==> src/rtl/delay_sum_beamformer_mc.sv <==
// Multi-channel delay-and-sum beamformer: per-channel circular delay lines, shared write pointer,
// registered delayed samples and a registered full-precision sum. Optional macro BF_APODIZATION_EN adds per-channel Q1.7 weights.
module delay_sum_beamformer_mc #(
    parameter int NUM_CH    = 4,
    parameter int DATA_W    = 16,
    parameter int MAX_DELAY = 64,
    parameter int SUM_W     = DATA_W + $clog2(NUM_CH),
    localparam int AW       = $clog2(MAX_DELAY),
    localparam int CH_W     = $clog2(NUM_CH)
) (
    input  logic                     clk,
    input  logic                     rst_n,
    input  logic                     in_valid,
    input  logic [NUM_CH*DATA_W-1:0] in_data,
    input  logic                     cfg_we,
    input  logic [CH_W-1:0]          cfg_ch,
    input  logic [AW-1:0]            cfg_delay,
`ifdef BF_APODIZATION_EN
    input  logic [7:0]               cfg_weight,
`endif
    output logic [SUM_W-1:0]         out_data,
    output logic                     out_valid
);

    localparam logic [AW:0] FILL_MAX = (AW+1)'(MAX_DELAY);
    localparam logic [AW:0] WARM     = (AW+1)'(MAX_DELAY - 1);

    logic signed [DATA_W-1:0] mem [NUM_CH][MAX_DELAY];
    logic [AW-1:0]            wr_ptr;
    logic [AW:0]              fill_cnt;
    logic [AW-1:0]            delay_r [NUM_CH];
    logic [AW-1:0]            rd_addr [NUM_CH];
    logic signed [DATA_W-1:0] rd_sample [NUM_CH];
    logic signed [DATA_W-1:0] s1_data [NUM_CH];
    logic                     s1_valid;
    logic signed [SUM_W-1:0]  sum;
    logic                     sum_valid;
    logic [31:0]              cfg_ch_ext;

    assign cfg_ch_ext = 32'(cfg_ch);

    // Buffer contents are never reset; the fill counter masks stale entries.
    always_ff @(posedge clk) begin
        if (in_valid) begin
            for (int unsigned c = 0; c < NUM_CH; c++) begin
                mem[c][wr_ptr] <= in_data[c*DATA_W +: DATA_W];
            end
        end
    end

    always_ff @(posedge clk or negedge rst_n) begin
        if (!rst_n) begin
            wr_ptr   <= '0;
            fill_cnt <= '0;
        end else if (in_valid) begin
            wr_ptr <= wr_ptr + 1'b1;
            if (fill_cnt != FILL_MAX) begin
                fill_cnt <= fill_cnt + 1'b1;
            end
        end
    end

    // Delay zero bypasses the buffer so the sample being written this cycle is used.
    always_comb begin
        for (int unsigned c = 0; c < NUM_CH; c++) begin
            rd_addr[c] = wr_ptr - delay_r[c];
            if (delay_r[c] == '0) begin
                rd_sample[c] = in_data[c*DATA_W +: DATA_W];
            end else begin
                rd_sample[c] = mem[c][rd_addr[c]];
            end
        end
    end

`ifdef BF_APODIZATION_EN
    logic [7:0]             weight_r [NUM_CH];
    logic signed [DATA_W:0] w_data [NUM_CH];
    logic                   w_valid;

    always_ff @(posedge clk or negedge rst_n) begin
        if (!rst_n) begin
            for (int unsigned c = 0; c < NUM_CH; c++) begin
                delay_r[c]  <= '0;
                weight_r[c] <= 8'd128;
            end
        end else if (cfg_we) begin
            for (int unsigned c = 0; c < NUM_CH; c++) begin
                if (cfg_ch_ext == c) begin
                    delay_r[c]  <= cfg_delay;
                    weight_r[c] <= cfg_weight;
                end
            end
        end
    end
`else
    always_ff @(posedge clk or negedge rst_n) begin
        if (!rst_n) begin
            for (int unsigned c = 0; c < NUM_CH; c++) begin
                delay_r[c] <= '0;
            end
        end else if (cfg_we) begin
            for (int unsigned c = 0; c < NUM_CH; c++) begin
                if (cfg_ch_ext == c) begin
                    delay_r[c] <= cfg_delay;
                end
            end
        end
    end
`endif

    always_ff @(posedge clk or negedge rst_n) begin
        if (!rst_n) begin
            s1_valid <= 1'b0;
            for (int unsigned c = 0; c < NUM_CH; c++) begin
                s1_data[c] <= '0;
            end
        end else begin
            s1_valid <= in_valid && (fill_cnt >= WARM);
            if (in_valid) begin
                for (int unsigned c = 0; c < NUM_CH; c++) begin
                    s1_data[c] <= rd_sample[c];
                end
            end
        end
    end

`ifdef BF_APODIZATION_EN
    // Q1.7 weighting: product shifted right 7 (floor), fits DATA_W+1 bits for weights up to 255.
    always_ff @(posedge clk or negedge rst_n) begin
        if (!rst_n) begin
            w_valid <= 1'b0;
            for (int unsigned c = 0; c < NUM_CH; c++) begin
                w_data[c] <= '0;
            end
        end else begin
            w_valid <= s1_valid;
            if (s1_valid) begin
                for (int unsigned c = 0; c < NUM_CH; c++) begin
                    w_data[c] <= (DATA_W+1)'(((DATA_W+9)'(s1_data[c]) *
                                 (DATA_W+9)'($signed({1'b0, weight_r[c]}))) >>> 7);
                end
            end
        end
    end

    always_comb begin
        sum = '0;
        for (int unsigned c = 0; c < NUM_CH; c++) begin
            sum = sum + SUM_W'(w_data[c]);
        end
    end
    assign sum_valid = w_valid;
`else
    always_comb begin
        sum = '0;
        for (int unsigned c = 0; c < NUM_CH; c++) begin
            sum = sum + SUM_W'(s1_data[c]);
        end
    end
    assign sum_valid = s1_valid;
`endif

    always_ff @(posedge clk or negedge rst_n) begin
        if (!rst_n) begin
            out_valid <= 1'b0;
            out_data  <= '0;
        end else begin
            out_valid <= sum_valid;
            if (sum_valid) begin
                out_data <= sum;
            end
        end
    end

endmodule

==> config.mk <==
export PLATFORM = sky130hd
export DESIGN_NAME = delay_sum_beamformer_mc
export DESIGN_NICKNAME = d
export VERILOG_FILES = /design/src/rtl/delay_sum_beamformer_mc.sv
export SDC_FILE = /design/constraint.sdc
export NUM_CORES = 2
export LEC_CHECK = 0
export BUFFER_PORTS_ARGS = -buffer_cell sky130_fd_sc_hd__buf_4
export CAP_MARGIN = 5
export CORE_MARGIN = 2
export CORE_UTILIZATION = 57
export DETAILED_ROUTE_END_ITERATION = 8
export PLACE_DENSITY = 0.73
export SLEW_MARGIN = 40
export SYNTH_ARGS = -nofsm -noshare
export SYNTH_HDL_FRONTEND = slang
export SYNTH_SLANG_ARGS = --single-unit
export TNS_END_PERCENT = 30
==> constraint.sdc <==
create_clock -name clk -period 7.45 [get_ports clk]
set_input_delay 0 -clock clk [delete_from_list [all_inputs] [get_ports clk]]
set_output_delay 0 -clock clk [all_outputs]
set_load 0.01 [all_outputs]
==> qor.yml <==
hold_viol: 0
grt_use_total_pct: 31.0
drt_wl_total_mm: 449
p_comb_share_pct: 42.2
power.total_mw: 83.8
ir_drop_mv: 0.765
syn_nets: 7310
grt_pass1_vias: 82400
syn_to_final_growth_pct: 13.4
synth_top_family_by_area: "multiplexers"
grt_pass1_wl_mm: 631
highest_layer: "met5"
postRouteAntennaNets: 0
synthCells: 7157
multiInputGateArea_um2: 36000
wire_per_inst_um: 38.2
hold_path_class: "primary input to register"
cts_tree: "done"
yosys.area.top_type_share_pct: 75.2
cts_root_buffer: "clkbuf_16"
slew_headroom_pct: 37.4
wl_met2_mm: 209
min_period_ns: 5.46
mostFrequentLayoutCells: "4096 x edfxtp_1, 1196 x mux4_2, 407 x clkbuf_16"
startpoint_type: "register"
synth_top_flop_cell: "edfxtp_1"
post-cts-setup-buffer-count: 0
end_kind: "register"
cts_buffer_depth: 4
drc: 0
worstSkewPairLatency_ns: 1.00
regArea_um2: 126000
synth_area_per_cell_um2: 22.9
worst_pin_slew_ns: 0.940
yosys.area_share.simple_pct: 1.89
yosys_warnings: 0
arrival_ns: 6.28
fillers: 17700
crit_type: "register to register"
final_nets: 7792
synth.distinct_cells: 69
synth_area_um2: 164000
core_region_area_um2: 285000
p_leak_nw: 58.8
tns_ns: 0
grt_overflow: 0
power_density_nw_per_um2: 452
num_rows: 196
synth_area_leader_cell: "edfxtp_1"
die-area_um2: 291000
synthAdderAreaFrac_pct: 0.759
synthArstFlopShare_pct: 2.87
maxSlewViolCount: 0
vias: 81900
worst_clock_skew_ns: 0.0761
status: "finished clean"
worstPathMaxFanout: 103
p_sw_mw: 29.6
start_util_pct: 57.4
htree_levels: 5
drive_gt1_share_pct: 29.3
synth_edf_count: 4096
synth-compound-area-share_pct: 1.71
die_w_um: 540
synth-xor-area-share_pct: 0.246
ys_top_cells_by_area: "edfxtp_1 75%, mux4_2 16%, dfrtp_1 1.9%"
die_h_um: 540
synthMuxAreaShare_pct: 17.0
antenna_found_initial: 18
final_common_cell: "edfxtp_1"
required_ns: 8.27
power.internal_mw: 54.2
ios: 95
clk_pin_slew_ns: 0.07
firstDrtPassIters: 6
gp_congestion: 0.870
pwr-share-seq_pct: 32.9
vias_per_cell: 6.97
clock_sinks: 4217
switching_share_pct: 35.3
drtIter0Drc: 13200
wirelength_met1_mm: 156
ys_ff_latch: 4217
fmax_mhz: 183
grt_max_degree: 104
cts_buffers: 407
p_clk_share_pct: 24.9
cap_violations: 0
dp_hpwl_mm: 232
port_buffers: 94
dr_wl_met3_mm: 59.7
finalSetupViolCount: 0
rsz0062_at_grt: "no"
synth-seq-area-share_pct: 77.0
period_share_pct: 73.3
-- flip-flops by register name, indices dropped and copies added, names as in the netlist --
register,flops
out_valid,1
wr_ptr,6
delay_r,24
s1_valid,1
mem,4096
s1_data,64
fill_cnt,7
out_data,18
-- worst max-delay path: stages, from the launching register on --
cell     delay (ns)
dfrtp_1        0.51
inv_1          0.51
ha_4           0.23
inv_1          0.06
fa_4           1.11
buf_12         0.57
buf_4          0.65
mux4_2         0.42
mux4_2         0.49
mux2_2         0.28
o21ai_1        0.20
o32ai_1        0.11
-- logic make-up (layout without fill, tap and decap cells) --
group | after synthesis | count (layout)
DFF | 4217 | 4217
muxes | 1263 | 1263
and+or+nand+nor | 681 | 681
buffers and inverters | 494 | 1324
AOI/OAI and AO/OA | 382 | 382
adders and majority gates | 77 | 77
xor gates and xnor gates | 43 | 43
other | 0 | 10
-- what timing repair did --
| item | 4_1_cts | 5_1_grt |
|---|---|---|
| endpoints found under the setup margin | 0 | 0 |
| hold endpoints to repair | 4307 | 0 |
| hold buffers | 94 | 0 |
| gates resized for setup | 0 | 0 |
-- synthesized netlist by cell type, drive strengths merged (3+ instances only) --
library cell	instances
edfxtp	4096
mux4	1200
nand2	339
buf	187
clkbuf	184
nor2	150
inv	123
dfrtp	121
o21ai	61
and3	52
mux2	51
ha	40
o22ai	40
o32ai	38
a311oi	37
fa	37
a31oi	34
a21oi	33
xnor2	31
a2111oi	30
nand3	27
a211oi	24
nor3	22
o21a	20
and2	18
nand4	17
and4b	13
o211ai	13
mux2i	12
xor2	12
a21o	10
o2111ai	10
nor2b	9
or3	9
nand2b	8
o22a	8
a41oi	7
or2	5
a221oi	4
nor4	3
o21bai	3
-- through the flow --
step | hold WS, ns | util [%] | instance area [µm²] | worst slack (ns) | std cells
after floorplan | -0.296 | - | 164000 | 1.11 | 7157
after global placement | 0.0810 | 59.6 | 170000 | 1.77 | 10900
after detailed placement | 0.0858 | 59.9 | 171000 | 2.11 | 10900
after CTS | 0.00201 | 65.0 | 185000 | 2.06 | 11700
after global routing | 0.0111 | 65.0 | 185000 | 1.92 | 11800
final | 0.0187 | 65.0 | 185000 | 1.99 | 11800
-- layer usage --
metal | vias to the layer above | track usage, %
li1 | 31300 | -
met1 | 43400 | 43.1
met2 | 6150 | 47.1
met3 | 1127 | 7.35
met4 | 14 | 15.1
met5 | - | 0
-- power by group through the flow --
stage / clock (mW) / combinational [mW] / sequential, mW
after floorplan: 0 / 23.9 / 27.9
after global placement: 0 / 34.2 / 28.0
after detailed placement: 0 / 34.7 / 28.1
after CTS: 21.0 / 35.1 / 27.6
after global routing: 21.9 / 37.0 / 27.6
final: 20.8 / 35.4 / 27.6
-- worst paths after layout --
| kind | start | slack [ns] | endpoint | cells after the start |
|---|---|---|---|---|
| min in group asynchronous | rst_n | 0.35 | s1_data[6]$_DFFE_PN0P_ | 4 |
| worst min-delay path | cfg_delay[3] | 0.02 | delay_r[3]$_DFFE_PN0P_ | 3 |
| worst max register to register | wr_ptr[0]$_DFFE_PN0P_ | 1.99 | s1_data[18]$_DFFE_PN0P_ | 11 |
| max in group asynchronous | rst_n | 6.49 | out_data[11]$_DFFE_PN0P_ | 4 |
| worst min register to register | fill_cnt[6]$_DFFE_PN0P_ | 0.50 | fill_cnt[6]$_DFFE_PN0P_ | 1 |
| worst max-delay path | wr_ptr[0]$_DFFE_PN0P_ | 1.99 | s1_data[18]$_DFFE_PN0P_ | 11 |
-- final cells by class --
class / instances / area share, %
clock buffer: 514 / 5.84
multi-input combinational: 2446 / 19.4
tap: 3762 / 2.54
sequential: 4217 / 68.0
clock inverter: 243 / 1.47
inverter: 123 / 0.249
antenna: 10 / 0.0135
timing repair buffer: 444 / 2.51
(Power assumes the default switching activity.)
